File: config.mk
export PLATFORM = sky130hd
export DESIGN_NAME = transmit_packet
export DESIGN_NICKNAME = d
export VERILOG_FILES = /design/src/rtl/transmit_packet_pkg.sv /design/src/rtl/transmit_packet_serializer.sv /design/src/rtl/transmit_packet.sv
export SDC_FILE = /design/constraint.sdc
export NUM_CORES = 1
export LEC_CHECK = 0
export CAP_MARGIN = 15
export CORE_UTILIZATION = 40
export CTS_BUF_LIST = sky130_fd_sc_hd__clkbuf_16
export DETAILED_ROUTE_END_ITERATION = 12
export PLACE_DENSITY = 0.75
export SYNTH_ARGS = -nofsm -noshare
export SYNTH_HDL_FRONTEND = slang
export SYNTH_SLANG_ARGS = --single-unit
File: constraint.sdc
create_clock -name clk_original -period 3.05 [get_ports clk_original]
set_clock_uncertainty 0.2 [all_clocks]
set_input_delay 0.4575 -clock clk_original [delete_from_list [all_inputs] [get_ports clk_original]]
set_output_delay 0.4575 -clock clk_original [all_outputs]
set_load 0.01 [all_outputs]
File: src/rtl/transmit_packet_pkg.sv
// Shared types and constants for the RAM-to-MAC packet transmitter.
package transmit_packet_pkg;
  typedef enum logic [2:0] {ST_IDLE, ST_RD, ST_WAIT, ST_SEND, ST_FIN} state_e;
  localparam int LANES   = 4;
  localparam int MAX_LEN = 4096;
  localparam int LEN_W   = 13;
endpackage

File: src/rtl/transmit_packet_serializer.sv
// Serialises one captured 32-bit RAM word into byte beats with sop/eop/err.
module tx_byte_serializer
  import transmit_packet_pkg::*;
(
  input  logic        clk,
  input  logic        rst,
  input  logic        load_i,
  input  logic [31:0] word_i,
  input  logic [2:0]  nbytes_i,
  input  logic        first_i,
  input  logic        final_i,
  input  logic        abort_q_i,
  input  logic        abort_now_i,
  input  logic        rdy_i,
  output logic [7:0]  data_o,
  output logic        sop_o,
  output logic        eop_o,
  output logic        wren_o,
  output logic        err_o,
  output logic        word_done_o
);
  localparam int LW = $clog2(LANES);

  logic [31:0]   hold_q, hold_d;
  logic [LW-1:0] lane_q, lane_d;
  logic [2:0]    nbytes_q, nbytes_d;
  logic          first_q, first_d;
  logic          final_q, final_d;
  logic          valid_q, valid_d;

  logic [LANES-1:0][7:0] lanes_w;
  logic word_end, xfer, last_beat;

  assign lanes_w   = hold_q;
  assign word_end  = ({1'b0, lane_q} == (nbytes_q - 3'd1));
  assign xfer      = valid_q & rdy_i;
  // A registered abort makes whichever beat is on offer the last one.
  assign last_beat = word_end | abort_q_i;

  always_comb begin
    hold_d   = hold_q;
    lane_d   = lane_q;
    nbytes_d = nbytes_q;
    first_d  = first_q;
    final_d  = final_q;
    valid_d  = valid_q;
    if (load_i) begin
      hold_d   = word_i;
      lane_d   = '0;
      nbytes_d = nbytes_i;
      first_d  = first_i;
      final_d  = final_i;
      valid_d  = 1'b1;
    end else if (xfer) begin
      if (last_beat) valid_d = 1'b0;
      else           lane_d  = lane_q + 1'b1;
    end
  end

  always_ff @(posedge clk or posedge rst) begin
    if (rst) begin
      hold_q   <= '0;
      lane_q   <= '0;
      nbytes_q <= '0;
      first_q  <= 1'b0;
      final_q  <= 1'b0;
      valid_q  <= 1'b0;
    end else begin
      hold_q   <= hold_d;
      lane_q   <= lane_d;
      nbytes_q <= nbytes_d;
      first_q  <= first_d;
      final_q  <= final_d;
      valid_q  <= valid_d;
    end
  end

  assign wren_o      = valid_q;
  assign data_o      = valid_q ? lanes_w[lane_q] : 8'h00;
  assign sop_o       = valid_q & first_q & (lane_q == '0);
  assign eop_o       = valid_q & ((word_end & final_q) | abort_q_i);
  // Abort coinciding with the natural last byte still flags that byte.
  assign err_o       = valid_q & (abort_q_i | (abort_now_i & word_end & final_q));
  assign word_done_o = xfer & last_beat;
endmodule

File: src/rtl/transmit_packet.sv
// Fetches a packet word-by-word from an Avalon-MM RAM and streams it as bytes.
module transmit_packet
  import transmit_packet_pkg::*;
#(
  parameter int RAM_AW     = 10,
  parameter int RD_LATENCY = 1
) (
  input  logic              clk_original,
  input  logic              rst,
  input  logic              tx_start,
  input  logic [RAM_AW-1:0] tx_base,
  input  logic [LEN_W-1:0]  tx_len,
  input  logic              tx_abort,
  output logic              tx_busy,
  output logic              tx_done,
  output logic [RAM_AW-1:0] ram_addr,
  output logic              ram_chipselect,
  output logic              ram_read,
  input  logic [31:0]       ram_readdata,
  output logic [7:0]        ff_tx_data,
  output logic              ff_tx_sop,
  output logic              ff_tx_eop,
  output logic              ff_tx_wren,
  output logic              ff_tx_err,
  output logic              ff_tx_crc_fwd,
  input  logic              ff_tx_rdy
);
  state_e            state_q, state_d;
  logic [RAM_AW-1:0] addr_q, addr_d;
  logic [LEN_W-1:0]  rem_q, rem_d;
  logic [1:0]        wait_q, wait_d;
  logic              abort_q, abort_d;
  logic              first_q, first_d;

  logic [LEN_W-1:0] len_clamped;
  logic [2:0]       nbytes_w;
  logic             final_w, load_w, word_done_w;

  assign len_clamped = (tx_len > LEN_W'(MAX_LEN)) ? LEN_W'(MAX_LEN) : tx_len;
  assign nbytes_w    = (rem_q >= LEN_W'(LANES)) ? 3'(LANES) : rem_q[2:0];
  assign final_w     = (rem_q <= LEN_W'(LANES));
  assign load_w      = (state_q == ST_WAIT) && (wait_q == 2'(RD_LATENCY - 1));

  always_ff @(posedge clk_original or posedge rst) begin
    if (rst) state_q <= ST_IDLE;
    else     state_q <= state_d;
  end

  always_comb begin
    state_d = state_q;
    case (state_q)
      ST_IDLE: if (tx_start) state_d = (tx_len != '0) ? ST_RD : ST_FIN;
      ST_RD:   state_d = ST_WAIT;
      ST_WAIT: if (load_w) state_d = ST_SEND;
      // rem_q already excludes the word being sent, so zero means last word.
      ST_SEND: if (word_done_w) state_d = (abort_q || rem_q == '0) ? ST_FIN : ST_RD;
      ST_FIN:  state_d = ST_IDLE;
      default: state_d = ST_IDLE;
    endcase
  end

  always_comb begin
    tx_busy        = (state_q != ST_IDLE);
    tx_done        = (state_q == ST_FIN);
    ram_read       = (state_q == ST_RD);
    ram_chipselect = (state_q == ST_RD);
    ram_addr       = (state_q == ST_RD) ? addr_q : '0;
    ff_tx_crc_fwd  = 1'b0;
  end

  always_comb begin
    addr_d  = addr_q;
    rem_d   = rem_q;
    wait_d  = wait_q;
    abort_d = abort_q;
    first_d = first_q;
    case (state_q)
      ST_IDLE: if (tx_start) begin
        addr_d  = tx_base;
        rem_d   = len_clamped;
        abort_d = 1'b0;
        first_d = 1'b1;
      end
      ST_RD: begin
        addr_d = addr_q + 1'b1;
        wait_d = '0;
      end
      ST_WAIT: begin
        wait_d = wait_q + 1'b1;
        if (load_w) begin
          rem_d   = rem_q - LEN_W'(nbytes_w);
          first_d = 1'b0;
        end
      end
      ST_FIN:  abort_d = 1'b0;
      default: ;
    endcase
    if (tx_abort && (state_q == ST_RD || state_q == ST_WAIT || state_q == ST_SEND))
      abort_d = 1'b1;
  end

  always_ff @(posedge clk_original or posedge rst) begin
    if (rst) begin
      addr_q  <= '0;
      rem_q   <= '0;
      wait_q  <= '0;
      abort_q <= 1'b0;
      first_q <= 1'b0;
    end else begin
      addr_q  <= addr_d;
      rem_q   <= rem_d;
      wait_q  <= wait_d;
      abort_q <= abort_d;
      first_q <= first_d;
    end
  end

  tx_byte_serializer u_ser (
    .clk         (clk_original),
    .rst         (rst),
    .load_i      (load_w),
    .word_i      (ram_readdata),
    .nbytes_i    (nbytes_w),
    .first_i     (first_q),
    .final_i     (final_w),
    .abort_q_i   (abort_q),
    .abort_now_i (tx_abort && state_q == ST_SEND),
    .rdy_i       (ff_tx_rdy),
    .data_o      (ff_tx_data),
    .sop_o       (ff_tx_sop),
    .eop_o       (ff_tx_eop),
    .wren_o      (ff_tx_wren),
    .err_o       (ff_tx_err),
    .word_done_o (word_done_w)
  );
endmodule

==> impl_results.md, run 1 <==
- Ports: 87
- Post-synth EDFFs: 0
- Critical path data required time: 2.39 ns
- Number of hold violations in the final report: 0
- Setup TNS after final layout: 0 ns
- Top area cells in the synthesized netlist: sky130_fd_sc_hd__dfrtp_1 (45%), sky130_fd_sc_hd__nand2_1 (13%), sky130_fd_sc_hd__mux4_2 (4.6%)
- Commonest cells in the netlist: sky130_fd_sc_hd__nand2_1 (130), sky130_fd_sc_hd__dfrtp_1 (70), sky130_fd_sc_hd__nor2_1 (36), sky130_fd_sc_hd__a21oi_1 (23), sky130_fd_sc_hd__clkbuf_1 (20)
- Area growth syn-to-layout: 32.5%
- Unrepaired setup endpoints after global routing: false
- Detailed Route Iter0 Violations: 202
- Total die area: slightly above 10,000 um2
- Fraction of registers with async set or reset after synthesis: between 90% and 100%
- Drt pass-1 iters: 5
- Routability Congestion: 0.840
- Insertion delay of the later-clocked pin in the worst-skew pair: 0.33 ns
- Final critical-path required period: 2.89 ns
- Crit Path Max Fanout: 2
- Per-cell via count in the routed design: between 5 and 6
- Ratio of cells with drive above 1 in the final layout: approximately 8.9%
- Cell breakdown of the critical path: inv_1 -> ha_1 -> xnor2_1 -> nor3_2 -> a21oi_1 -> nor2b_1 -> clkdlybuf4s50_1
- Post-route cell area: 5140 um2
- Final net count: around 600
- Max Transition Viols Final: 0
- Buffers added on ports: 85
- Antenna viol nets, final: 0
- Total wire length after detailed routing: 9.65 mm
- Finished Layout Cells: 671
- Count of maximum capacitance violations: 0
- Family with the most delay on the worst path: buffers and inverters
- Power density over the cells: 1020 nW/um2
- Estimated wirelength of the detail-placed design: about 6.8 mm
- Count of warnings emitted by yosys: 0
- # hold bufs at CTS: 0
- Final routed DRC violation total: 0
- Row Count: 35
- Max rail drop VDD: between 400 and 500 uV
- Slowest CP cell: sky130_fd_sc_hd__clkdlybuf4s50_1
- First-pass GRT wire length: 16.3 mm
- Count of endpoints failing setup in the final report: 0
- Cell count after synthesis: 456
- Maximum clock frequency: 346 MHz
- Worst slew margin relative to its limit: 53.3%
- Most instantiated library cell after synthesis: sky130_fd_sc_hd__nand2_1
- Total instance count after detailed placement: 655
- Kind of path behind the tightest hold check: register to register
- TritonCTS buffer count: 9
- Layout filler cell count: 855
- Buffer depth of the longest clock path: 2
- Vias in the first global route: approximately 3,400
- Actual slew at the worst max-slew pin: 0.699 ns
- Clock tree from TritonCTS: yes
- Share of the synthesized area in the top cell type: 45.2%
- Endpoint type of the worst setup path: output pin
- LEAKAGE: 0.00225 uW
- Syn avg cell area: between 8 and 9 um2
- Period Utilization, post-route: 94.8%
- Area leader, netlist: sky130_fd_sc_hd__dfrtp_1
- TritonCTS sink count: 70
- Worst setup path category: register to output pin
- Average wire per standard cell: 14.4 um
- Total routing resource utilization after global routing: 20.9%
- Largest stage delay on the critical path: 0.57 ns
- Initial Util: about 42%
- Post-synthesis register bit count: 70
- Reg clk slew, reported paths: 0.06 ns
- Die span in x: 100 um
- Root buf cell: sky130_fd_sc_hd__clkbuf_16
- Most frequently used flop master after synthesis: sky130_fd_sc_hd__dfrtp_1
- Pin count of the biggest net entering global routing: 41
- Antenna violations before repair: 0
- Post-synthesis sequential area ratio: between 40% and 50%
- Arrival time of the worst setup path: between 2 and 2.5 ns
- Core Util, Final: 55.1%
- Antenna diodes: 0
- Cell area after synthesis: 3880 um2
- Vert. Die Dim: roughly 100 um
- Result of the run: completed
- Remaining global-route overflow: 0
- Overall via count from detail_route: 3,574
- H-tree lvl count: 3
- Synth unique cells: 58
- Core region area: 9330 um2
- CP Launch Type: register
- Post-placement cell area: 4860 um2
- Bufs and invs on worst path: 2
## power breakdown
| part | switching (uW) | internal, uW |
|---|---|---|
| clock | 397 | 550 |
| combinational | 1380 | 1160 |
| sequential | 398 | 1370 |
## final cells by class
cell class | count | area, um2 | area share [%]
clock inverter | 7 | 51.3 | 0.999
inverter | 14 | 52.6 | 1.02
multi-input combinational | 346 | 1960 | 38.2
tap | 129 | 161 | 3.14
sequential | 70 | 1750 | 34.1
clock buffer | 9 | 225 | 4.38
timing repair buffer | 96 | 932 | 18.1
## per-stage QoR
step / hold WS, ns / power, uW / setup WS (ns)
global placement: 0.253 / 4210 / 0.424
CTS: 0.269 / 5290 / 0.142
global route: 0.288 / 5700 / 0.0567
detailed placement: 0.254 / 4320 / 0.313
finish: 0.269 / 5260 / 0.158
floorplan: 0.238 / 3490 / 0.624
## cells by family (layout without fill, tap and decap cells)
family / after synthesis / in the layout / synth area share (%)
AOI/OAI and AO/OA: 85 / 85 / 13.4
adders and majority gates: 6 / 6 / 1.94
muxes: 10 / 10 / 5.20
other: 2 / 3 / 0.194
DFF: 70 / 70 / 45.2
and+or+nand+nor: 237 / 237 / 28.4
xor gates and xnor gates: 5 / 5 / 1.13
buffers and inverters: 41 / 126 / 4.49
## metal layers
metal	up-vias	GRT usage [%]	part of all wire, %
met5	-	0	0
met4	0	9.70	1.7
met3	13	3.34	5.9
met2	142	34.0	47
met1	1697	27.3	45
li1	1722	-	-
## repair_timing
item	in CTS	in global routing
setup endpoints to repair	1	0
hold endpoints to repair	0	0
setup buffers	0	0
resized for setup	2	0
## worst register-to-register path, cell delays in order, from the launching register on
cell                      delay [ns]
sky130_fd_sc_hd__dfrtp_1        0.51
sky130_fd_sc_hd__or3b_1         0.69
sky130_fd_sc_hd__nor2_2         0.20
sky130_fd_sc_hd__buf_4          0.39
sky130_fd_sc_hd__nand3_1        0.15
sky130_fd_sc_hd__o21ai_1        0.11
## flip-flops by register name (all words and copies together) (netlist names)
name,cells
u_ser.wren_o,1
addr_q,10
wait_q,2
u_ser.hold_q,32
state_q,3
abort_q,1
u_ser.first_q,1
rem_q,13
first_q,1
u_ser.nbytes_q,3
u_ser.lane_q,2
u_ser.final_q,1
## layout by cell type (no fill, tap or decap), types with 4 or more instances in the layout
cell type and count:
sky130_fd_sc_hd__nand2_1 130, sky130_fd_sc_hd__clkdlybuf4s50_1 84, sky130_fd_sc_hd__dfrtp_1 70, sky130_fd_sc_hd__nor2_1 35, sky130_fd_sc_hd__a21oi_1 23, sky130_fd_sc_hd__and2_1 19
sky130_fd_sc_hd__o21ai_1 17, sky130_fd_sc_hd__nand3_1 13, sky130_fd_sc_hd__inv_1 12, sky130_fd_sc_hd__o21ai_0 11, sky130_fd_sc_hd__buf_4 11, sky130_fd_sc_hd__clkbuf_16 9
sky130_fd_sc_hd__mux4_2 8, sky130_fd_sc_hd__a31oi_1 6, sky130_fd_sc_hd__ha_1 6, sky130_fd_sc_hd__nor3_1 5, sky130_fd_sc_hd__nand4_1 5, sky130_fd_sc_hd__nor4_1 4
sky130_fd_sc_hd__o22ai_1 4, sky130_fd_sc_hd__xnor2_1 4
## worst paths after layout
| check | slack (ns) | startpoint | cells past startpoint | to |
|---|---|---|---|---|
| setup reg to reg | 0.72 | state_q[0] | 5 | u_ser.nbytes_q[0] |
| max in group asynchronous | 1.52 | rst | 3 | state_q[2] |
| hold reg to reg | 0.27 | first_q | 2 | u_ser.first_q |
| setup / recovery | 0.16 | u_ser.nbytes_q[0] | 7 | ff_tx_eop |
| min in group asynchronous | 0.36 | rst | 2 | u_ser.hold_q[1] |
| hold / removal | 0.27 | first_q | 2 | u_ser.first_q |
(Power assumes the default switching activity.)
==> run 2: changes to the inputs <==
--- a/config.mk
+++ b/config.mk
@@ -7,9 +7,10 @@
 export LEC_CHECK = 0
 export CAP_MARGIN = 15
 export CORE_UTILIZATION = 40
-export CTS_BUF_LIST = sky130_fd_sc_hd__clkbuf_16
+export CTS_BUF_LIST = sky130_fd_sc_hd__clkbuf_8
 export DETAILED_ROUTE_END_ITERATION = 12
 export PLACE_DENSITY = 0.75
 export SYNTH_ARGS = -nofsm -noshare
 export SYNTH_HDL_FRONTEND = slang
+export SYNTH_HIERARCHICAL = 1
 export SYNTH_SLANG_ARGS = --single-unit
==> impl_results.md, run 2 <==
- Result of the run: completed
- Multiplexer share of the synthesized area: 16.1%
- Final routed DRC violation total: 0
- Crit Path Max Fanout: 4
- Syn avg cell area: 10.2 um2
- Pin count of the biggest net entering global routing: 43
- Leading cell types in the layout, fill and taps excluded: sky130_fd_sc_hd__clkdlybuf4s50_1 (85), sky130_fd_sc_hd__dfrtp_1 (69), sky130_fd_sc_hd__nand2_1 (38)
- Parity-gate share of the synthesized area counting xor and xnor cells: 1.09%
- Detailed Route Iter0 Violations: between 150 and 200
- Number of flip-flops under the largest register name: 32
- Post-placement cell area: ~4900 um2
- TritonCTS buffer count: 9
- TritonCTS sink count: 70
- Max Transition Viols Final: 0
- Top area cells in the synthesized netlist: sky130_fd_sc_hd__dfrtp_1 (45%), sky130_fd_sc_hd__mux2_2 (10%), sky130_fd_sc_hd__mux4_2 (4.6%)
- Leading registers by flop count: u_ser/hold_q x32, rem_q x13, addr_q x10
- Reg-to-reg slack, setup: 0.51 ns
- Post-synth EDFFs: 0
- Area fraction in compound gates after synthesis: 13.0%
- Count of maximum capacitance violations: 0
- Post-synthesis sequential area ratio: 45.0%
- Number of hold violations in the final report: 0
- Total instance count after detailed placement: 584
- First-pass GRT wire length: 15.9 mm
- Fraction of registers with async set or reset after synthesis: 100%
- Die span in x: 101 um
- Core region area: 9330 um2
- Finished Layout Cells: 602
- Antenna diodes: 0
- Antenna viol nets, final: 0
- LEAKAGE: 0.00210 uW
- Total routing resource utilization after global routing: about a fifth
- Ports: 87
- Estimated wirelength of the detail-placed design: approximately 6.9 mm
- Biggest register: u_ser/hold_q
- Total wire length after detailed routing: 9.74 mm
- Routability Congestion: about 0.90
- Clock tree from TritonCTS: yes
- Vert. Die Dim: slightly above 100 um
- Area leader, netlist: sky130_fd_sc_hd__dfrtp_1
- Simple logic cell fraction of the synthesized area: 17.4%
- Post-synthesis register bit count: 70
- Insertion delay of the later-clocked pin in the worst-skew pair: 0.34 ns
- Maximum clock frequency: ~340 MHz
- Per-cell via count in the routed design: roughly 5.4
- Vias in the first global route: 3,213
- Average wire per standard cell: 16.2 um
- Reg clk slew, reported paths: 0.09 ns
- Count of endpoints failing setup in the final report: 0
- Period Utilization, post-route: 96.8%
- Final critical-path required period: 2.95 ns
- Register cell area after layout: 1750 um2
- Arrival time of the worst setup path: 2.30 ns
- Actual slew at the worst max-slew pin: between 0.6 and 0.7 ns
- Total die area: between 10,000 and 15,000 um2
- Row Count: 35
- Remaining global-route overflow: 0
- Overall via count from detail_route: about 3,300
- Cell count after synthesis: around 380
- Root buf cell: sky130_fd_sc_hd__clkbuf_8
- Max rail drop VDD: 433 uV
- Count of warnings emitted by yosys: 6
- Most instantiated library cell after synthesis: sky130_fd_sc_hd__dfrtp_1
- Worst setup path category: register to output pin
- Post-placement setup slack: 0.351 ns
- Initial Util: 41.7%
- Leading cell type in the layout, fill and taps excluded: sky130_fd_sc_hd__clkdlybuf4s50_1
- Ratio of cells with drive above 1 in the final layout: 17.8%
- Commonest cells in the netlist: sky130_fd_sc_hd__dfrtp_1 (70), sky130_fd_sc_hd__nand2_1 (38), sky130_fd_sc_hd__mux2_2 (36), sky130_fd_sc_hd__nor2_1 (23), sky130_fd_sc_hd__a21oi_1 (21)
- Synth unique cells: 59
- CP Launch Type: register
- Critical path data required time: between 2 and 2.5 ns
- Most frequently used flop master after synthesis: sky130_fd_sc_hd__dfrtp_1
- Kind of path behind the tightest hold check: register to register
- Cell area after synthesis: 3890 um2
- Multi-input logic area: between 1500 and 2000 um2
- Buffers added on ports: 85
- Area growth syn-to-layout: 32.2%
- Final net count: roughly 530
- Buffer depth of the longest clock path: 2
- Adder-cell share of the synthesized area: 1.93%
- Post-route cell area: 5140 um2
- Layout filler cell count: 845
- Worst Slack Setup Final: 0.0968 ns
- Share of the synthesized area in the top cell type: 45.0%
- Endpoint type of the worst setup path: output pin
- Antenna violations before repair: 0
- Largest family of logic cells by synthesized area: simple AND/OR/NAND/NOR gates
- Power density over the cells: 961 nW/um2
- Drt pass-1 iters: 4
- Worst slew margin relative to its limit: 56.5%
- H-tree lvl count: 3
## run 2: routing by layer
layer / global-route usage [%] / share of wire (%)
met4: 7.02 / 1.5
met2: 33.9 / 48
met1: 25.5 / 42
met3: 5.34 / 7.9
met5: 0 / 0
## run 2: cell type report
type                            instances  area share (%)
Tap cell                              129            3.14
Multi-Input combinational cell        270            37.9
Clock buffer                           10            2.68
Timing Repair Buffer                   97            18.5
Clock inverter                          6            2.14
Sequential cell                        70            34.1
Inverter                               20            1.48
## run 2: path summary, 6_finish.rpt
kind | endpoint | from | cells after the start
worst max-delay path | ff_tx_eop | u_ser/nbytes_q[0] | 6
worst min-delay path | wait_q[0] | wait_q[0] | 1
worst max register to register | state_q[0] | u_ser/nbytes_q[0] | 9
worst min register to register | wait_q[0] | wait_q[0] | 1
max in group asynchronous | u_ser/hold_q[19] | rst | 3
min in group asynchronous | state_q[1] | rst | 3
## run 2: power breakdown
part / switching [uW] / internal, uW / total [uW]
Sequential: 429 / 1360 / 1790
Clock: 363 / 565 / 928
Combinational: 1030 / 1190 / 2230
Total: 1820 / 3120 / 4940
## run 2: logic make-up (layout without fill, tap and decap cells)
family / count (synthesis) / after routing
simple gates: 133 / 133
compound gates: 76 / 76
flops: 70 / 70
mux: 48 / 48
buf+inv: 44 / 133
fa+ha+maj: 6 / 6
xor+xnor: 4 / 4
other cells: 2 / 3
## run 2: critical path: stages, from the launching register on
cell and delay [ns]:
sky130_fd_sc_hd__dfrtp_1 0.40, sky130_fd_sc_hd__inv_1 0.07, sky130_fd_sc_hd__ha_1 0.33, sky130_fd_sc_hd__xor2_2 0.24
sky130_fd_sc_hd__nand4_1 0.15, sky130_fd_sc_hd__a21oi_1 0.21, sky130_fd_sc_hd__clkdlybuf4s50_1 0.56
## run 2: through the flow
step                total power, uW   TNS (ns)  util, %  hold WS [ns]
finish                         4940          0     55.1         0.294
global route                   5300  -0.000535     55.1         0.320
CTS                            4950          0     54.9         0.298
detailed placement             4000          0     52.1         0.283
global placement               3890          0     52.1         0.268
floorplan                      3260          0        -         0.241
## run 2: timing repair
action                     4_1_cts  5_1_grt
setup endpoints to repair       11        3
hold buffers                     0        0
gates resized for setup          2        2
buffers inserted                 0        2
